--- src/rtl/mem_stage.sv ---
// MEM pipeline stage between exe_stage and wb_stage.
// The stage latches the EXE->MEM bus. It aligns and sign-extends the
// synchronous data-SRAM read data, and keeps that read data while WB
// back-pressure stalls the stage. It forwards the result and exception
// status to EXE, to the hazard unit and to WB.
//
// Read-data hold FSM
//   state      | meaning
//   HOLD_EMPTY | SRAM read data is live this cycle; rd = data_sram_rdata
//   HOLD_FULL  | stalled after the live cycle; rd = captured rdata_r
module mem_stage #(
    parameter int ES_TO_MS_BUS_WD = 125,
    parameter int MS_TO_WS_BUS_WD = 117
) (
    input  logic                       clk,
    input  logic                       reset,
    input  logic                       ws_allowin,
    output logic                       ms_allowin,
    input  logic                       es_to_ms_valid,
    input  logic [ES_TO_MS_BUS_WD-1:0] es_to_ms_bus,
    input  logic [9:0]                 es_to_ms_addr,
    input  logic [31:0]                data_sram_rdata,
    input  logic                       ex_from_ws,
    output logic                       ms_to_ws_valid,
    output logic [MS_TO_WS_BUS_WD-1:0] ms_to_ws_bus,
    output logic [9:0]                 ms_to_ws_addr,
    output logic [31:0]                ms_forward,
    output logic                       ex_from_ms,
    output logic                       ms_valid_h,
    output logic                       ms_res_from_cp0_h
);

    typedef enum logic {
        HOLD_EMPTY = 1'b0,
        HOLD_FULL  = 1'b1
    } hold_state_t;

    logic                       ms_valid;
    logic [ES_TO_MS_BUS_WD-1:0] bus_r;
    logic [9:0]                 addr_r;
    logic [31:0]                rdata_r;
    hold_state_t                hold_state;
    logic                       flush;

    logic        f_eret, f_bd, f_mtc0_we, f_ex, f_res_cp0;
    logic [4:0]  f_cp0_addr, f_excode, f_dest;
    logic        f_lwl, f_lwr, f_ld_w, f_ld_h, f_ld_b, f_sign, f_gr_we;
    logic [31:0] f_rt, f_alu_res, f_pc;
    logic [1:0]  f_off;

    logic [31:0] rd;
    logic [15:0] half;
    logic [7:0]  byte_sel;
    logic [31:0] result;

    assign flush      = reset | ex_from_ws;
    assign ms_allowin = ~ms_valid | ws_allowin;

    // Stage occupancy. A flush wins over an accept on the same edge.
    always_ff @(posedge clk) begin
        if (flush) begin
            ms_valid <= 1'b0;
        end else if (ms_allowin) begin
            ms_valid <= es_to_ms_valid;
        end
    end

    // Payload registers are loaded only when an instruction is accepted.
    // They have no reset, because every consumer is qualified by ms_valid.
    always_ff @(posedge clk) begin
        if (!flush && es_to_ms_valid && ms_allowin) begin
            bus_r  <= es_to_ms_bus;
            addr_r <= es_to_ms_addr;
        end
    end

    // Capture the one-cycle SRAM data when WB stalls us, and keep it until
    // the stage advances.
    always_ff @(posedge clk) begin
        if (flush) begin
            hold_state <= HOLD_EMPTY;
        end else if (ms_allowin) begin
            hold_state <= HOLD_EMPTY;
        end else if (ms_valid && !ws_allowin && hold_state == HOLD_EMPTY) begin
            rdata_r    <= data_sram_rdata;
            hold_state <= HOLD_FULL;
        end
    end

    assign f_eret     = bus_r[124];
    assign f_bd       = bus_r[123];
    assign f_mtc0_we  = bus_r[122];
    assign f_cp0_addr = bus_r[121:117];
    assign f_ex       = bus_r[116];
    assign f_excode   = bus_r[115:111];
    assign f_res_cp0  = bus_r[110];
    assign f_lwl      = bus_r[109];
    assign f_lwr      = bus_r[108];
    assign f_rt       = bus_r[107:76];
    assign f_ld_w     = bus_r[75];
    assign f_ld_h     = bus_r[74];
    assign f_ld_b     = bus_r[73];
    assign f_sign     = bus_r[72];
    assign f_off      = bus_r[71:70];
    assign f_gr_we    = bus_r[69];
    assign f_dest     = bus_r[68:64];
    assign f_alu_res  = bus_r[63:32];
    assign f_pc       = bus_r[31:0];

    assign rd = (hold_state == HOLD_FULL) ? rdata_r : data_sram_rdata;

    // Select the addressed half-word and byte of the read data.
    always_comb begin
        half     = f_off[1] ? rd[31:16] : rd[15:0];
        byte_sel = rd[7:0];
        case (f_off)
            2'd0: byte_sel = rd[7:0];
            2'd1: byte_sel = rd[15:8];
            2'd2: byte_sel = rd[23:16];
            2'd3: byte_sel = rd[31:24];
            default: byte_sel = rd[7:0];
        endcase
    end

    // Build the writeback value. mfc0 and ALU ops pass alu_res through.
    always_comb begin
        result = f_alu_res;
        if (f_res_cp0) begin
            result = f_alu_res;
        end else if (f_ld_w) begin
            result = rd;
        end else if (f_ld_h) begin
            result = {{16{f_sign & half[15]}}, half};
        end else if (f_ld_b) begin
            result = {{24{f_sign & byte_sel[7]}}, byte_sel};
        end else if (f_lwl) begin
            case (f_off)
                2'd0: result = {rd[7:0],  f_rt[23:0]};
                2'd1: result = {rd[15:0], f_rt[15:0]};
                2'd2: result = {rd[23:0], f_rt[7:0]};
                default: result = rd;
            endcase
        end else if (f_lwr) begin
            case (f_off)
                2'd0: result = rd;
                2'd1: result = {f_rt[31:24], rd[31:8]};
                2'd2: result = {f_rt[31:16], rd[31:16]};
                default: result = {f_rt[31:8], rd[31:24]};
            endcase
        end
    end

    assign ms_to_ws_valid    = ms_valid;
    assign ms_valid_h        = ms_valid;
    assign ex_from_ms        = ms_valid & (f_ex | f_eret);
    assign ms_res_from_cp0_h = ms_valid & f_res_cp0;
    assign ms_forward        = ms_valid ? result : 32'd0;
    assign ms_to_ws_addr     = ms_valid ? addr_r : 10'd0;
    assign ms_to_ws_bus      = ms_valid ? {f_eret, f_bd, f_mtc0_we, f_cp0_addr, f_ex, f_excode,
                                           f_res_cp0, f_gr_we & ~f_ex, f_dest, result,
                                           f_alu_res, f_pc}
                                        : '0;

endmodule

--- config.mk ---
export PLATFORM = sky130hd
export DESIGN_NAME = mem_stage
export DESIGN_NICKNAME = d
export VERILOG_FILES = /design/src/rtl/mem_stage.sv
export SDC_FILE = /design/constraint.sdc
export NUM_CORES = 1
export LEC_CHECK = 0
export ABC_AREA = 1
export CAP_MARGIN = 20
export CORE_ASPECT_RATIO = 1.2
export CORE_MARGIN = 1.5
export CORE_UTILIZATION = 47
export CTS_BUF_LIST = sky130_fd_sc_hd__clkbuf_8
export DETAILED_ROUTE_END_ITERATION = 7
export PLACE_DENSITY = 0.83
export SLEW_MARGIN = 30
export SYNTH_ARGS = -nofsm -noshare
export SYNTH_HDL_FRONTEND = slang
export SYNTH_SLANG_ARGS = --single-unit
--- constraint.sdc ---
create_clock -name clk -period 14.92 [get_ports clk]
set_input_delay 2.984 -clock clk [delete_from_list [all_inputs] [get_ports clk]]
set_output_delay 2.984 -clock clk [all_outputs]
set_load 0.01 [all_outputs]
==> impl_metrics.env <==
export IMPL_ctsRootBufferMaster="clkbuf_8"
export IMPL_sequentialPowerShare_pct=52.2
export IMPL_crit_path_frequent_cell="nand2_1"
export IMPL_avgSynthCellArea_um2=7.96
export IMPL_drive_above_1_share_pct=3.85
export IMPL_fin_skew_ns=0.0130
export IMPL_detailedRoute_firstIterationViolations=1138
export IMPL_finalHoldViolations=0
export IMPL_timing_critical_path_required_ns=11.94
export IMPL_cap_viol_max_count=0
export IMPL_worst_margin_pin_slew_ns=1.01
export IMPL_synth_seq_area_share_pct=52.4
export IMPL_syn_inst=1212
export IMPL_finalCritPeriodShare_pct=58.1
export IMPL_cts_post_setup_buffers_inserted=0
export IMPL_final_cell_count_no_fill=1745
export IMPL_placed_cell_area_um2=12800
export IMPL_final_antenna_net_count=0
export IMPL_fin_worst_hold_slack_ns=1.20
export IMPL_p_clk_share_pct=32.0
export IMPL_mappedNetlistNets=1384
export IMPL_final_cell_area_um2=13300
export IMPL_drt_pre_antenna_iters=6
export IMPL_grt_max_degree=136
export IMPL_p_per_area_nw_per_um2=78.7
export IMPL_ctsLongestPathBuffers=2
export IMPL_final_setup_worst_slack_ns=6.26
export IMPL_floorplan_die_width_um=134
export IMPL_wl_per_cell_um=20.1
export IMPL_swShare_pct=28.7
export IMPL_slowest_stage="clkdlybuf4s50_1"
export IMPL_pint_mw=0.744
export IMPL_floorplan_io_pins=336
export IMPL_n_antenna_cell=0
export IMPL_combinationalPowerShare_pct=15.8
export IMPL_routabilityCongestion=0.971
export IMPL_path_class="in2out"
export IMPL_max_vdd_ir_drop_mv=0.0815
export IMPL_slew_violations=0
export IMPL_route_detailed_drc=0
export IMPL_cp_max_fo=16
export IMPL_unrepaired_setup_endpoints_after_global_routing="false"
export IMPL_fill_cells=1690
export IMPL_cts_inserted_buffers=17
export IMPL_dp_final_hpwl_mm=25.0
export IMPL_pre_cts_slack_ns=6.33
export IMPL_core_region_area_um2=20200
export IMPL_yosysWarningCount=0
export IMPL_layout_cells_most_common_list="379 x nand2_1, 335 x clkdlybuf4s50_1, 167 x edfxtp_1, 152 x a21oi_1, 133 x inv_1"
export IMPL_crit_chain="clkdlybuf4s50_1 -> nand2_1 -> nand2_1 -> inv_1 -> o21ai_1 -> nand2_1 -> nor2_2 -> nand2_1 -> a21oi_1 -> clkdlybuf4s50_1"
export IMPL_grt_pass1_wl_mm=52.5
export IMPL_htree_levels=4
export IMPL_worst_setup_path_start_kind="input port"
export IMPL_hold_buffers=0
export IMPL_floorplan_die_height_um=160
export IMPL_grt_ovfl_total=0
export IMPL_grt_util_all_layers_pct=32.7
export IMPL_placementRows=57
export IMPL_placed_cells=1713
export IMPL_drt_wl_total_mm=35.1
export IMPL_port_buffer_count=335
export IMPL_clk_pin_slew_worst_paths_ns=0.11
export IMPL_cts_resized_gates=0
export IMPL_worst_ep_arrival_time_ns=5.68
export IMPL_max_slew_margin_pct=32.7
export IMPL_leakagePower_nw=5.58
export IMPL_vias=9542
export IMPL_max_clock_freq_mhz=115
export IMPL_mapped_cell_area_um2=9650
export IMPL_crit_family="buffers and inverters"
export IMPL_cpPeakStageDelay_ns=0.60
export IMPL_tns_ns=0
export IMPL_yosys_register_bits=169
export IMPL_avgViaCountPerCell=5.47
export IMPL_end_kind="primary output"
export IMPL_initial_util_pct=47.8
export IMPL_cts_tree="yes"
export IMPL_mostFrequentLayoutCell="nand2_1"
export IMPL_final_period_minus_worst_setup_slack_ns=8.66
export IMPL_via_count_of_the_first_global_routing_pass=9022
export IMPL_finalPower_mw=1.04
export IMPL_clk_latency_ns=0.47
export IMPL_power_dissipated_by_switching_net_loads_mw=0.300
export IMPL_post_synth_num_cell_types=25
export IMPL_die_area_um2=21400
export IMPL_outcome="completed"
export IMPL_nets=1639
export IMPL_path_buf_inv=3
export IMPL_grt_antenna_before_repair=1
export IMPL_holdCritPathClass="reg2reg"
export IMPL_numClockSinks=169
export IMPL_timing_final_setup_violations=0
export IMPL_post_route_util_pct=65.7
export IMPL_areaGrowthSynthToFinish_pct=37.4
==> layout make-up <==
class | instances | area [um2] | share of cell area, %
Timing Repair Buffer | 347 | 3460 | 26.1
Inverter | 139 | 522 | 3.93
Sequential cell | 169 | 5060 | 38.1
Tap cell | 265 | 332 | 2.50
Clock inverter | 15 | 178 | 1.34
Clock buffer | 17 | 234 | 1.76
Multi-Input combinational cell | 793 | 3480 | 26.3
==> power groups by stage <==
stage	Combinational (mW)	Clock, mW	Sequential (mW)
final	0.165	0.334	0.544
after global routing	0.176	0.355	0.546
after CTS	0.163	0.340	0.544
after detailed placement	0.162	0	0.555
after global placement	0.160	0	0.555
after floorplan	0.0736	0	0.553
==> synth_stat cells <==
master,count,area share [%]
nand2_1,379,15
edfxtp_1,167,52
a21oi_1,152,7.9
inv_1,134,5.2
nor2_1,77,3.0
o21ai_0,73,3.8
nand3_1,60,3.1
clkbuf_1,49,1.9
buf_4,38,3.0
buf_2,14,0.73
o21ai_1,14,0.73
o211ai_1,13,1.0
o22ai_1,8,0.52
and2_1,7,0.45
buf_1,6,0.23
buf_6,4,0.47
inv_2,4,0.16
dfxtp_1,2,0.41
nand2_2,2,0.13
nor2_2,2,0.13
nor2_4,2,0.23
nor3_1,2,0.10
a31oi_1,1,0.065
clkinv_1,1,0.039
nand4_1,1,0.065
==> worst paths after layout <==
kind	from	end	slack [ns]	depth (start not counted)
hold / removal	hold_state	rdata_r[21]	1.20	3
hold reg to reg	hold_state	rdata_r[21]	1.20	3
setup / recovery	data_sram_rdata[15]	ms_forward[24]	6.26	10
setup reg to reg	ms_to_ws_valid	bus_r[88]	12.22	5
==> metal layers <==
| metal | GRT usage, % | routed length (um) | vias up |
|---|---|---|---|
| met2 | 54.0 | 16800 | 639 |
| met1 | 40.2 | 12800 | 4351 |
| met3 | 9.37 | 4030 | 115 |
| li1 | - | - | 4435 |
| met5 | 0 | 9 | - |
| met4 | 13.3 | 1520 | 2 |
==> worst reg2reg max path: stages (launching register included) <==
cell     delay (ns)
dfxtp_4        0.91
buf_4          0.57
inv_1          0.08
nor2_1         0.16
nor3_2         0.08
buf_12         0.21
==> state kept, by name (all words and copies together) (netlist names) <==
signal / cells
addr_r: 10
ms_to_ws_valid: 1
rdata_r: 32
hold_state: 1
bus_r: 125
==> logic make-up (layout without fill, tap and decap cells) <==
family                 after synthesis  after routing  share of synthesized area (%)
AOI/OAI and AO/OA                  261            261                           14.0
buffers and inverters              250            518                           11.7
DFF                                169            169                           52.4
and+or+nand+nor                    532            532                           22.0
No activity file was read; power rests on OpenSTA's default activity.
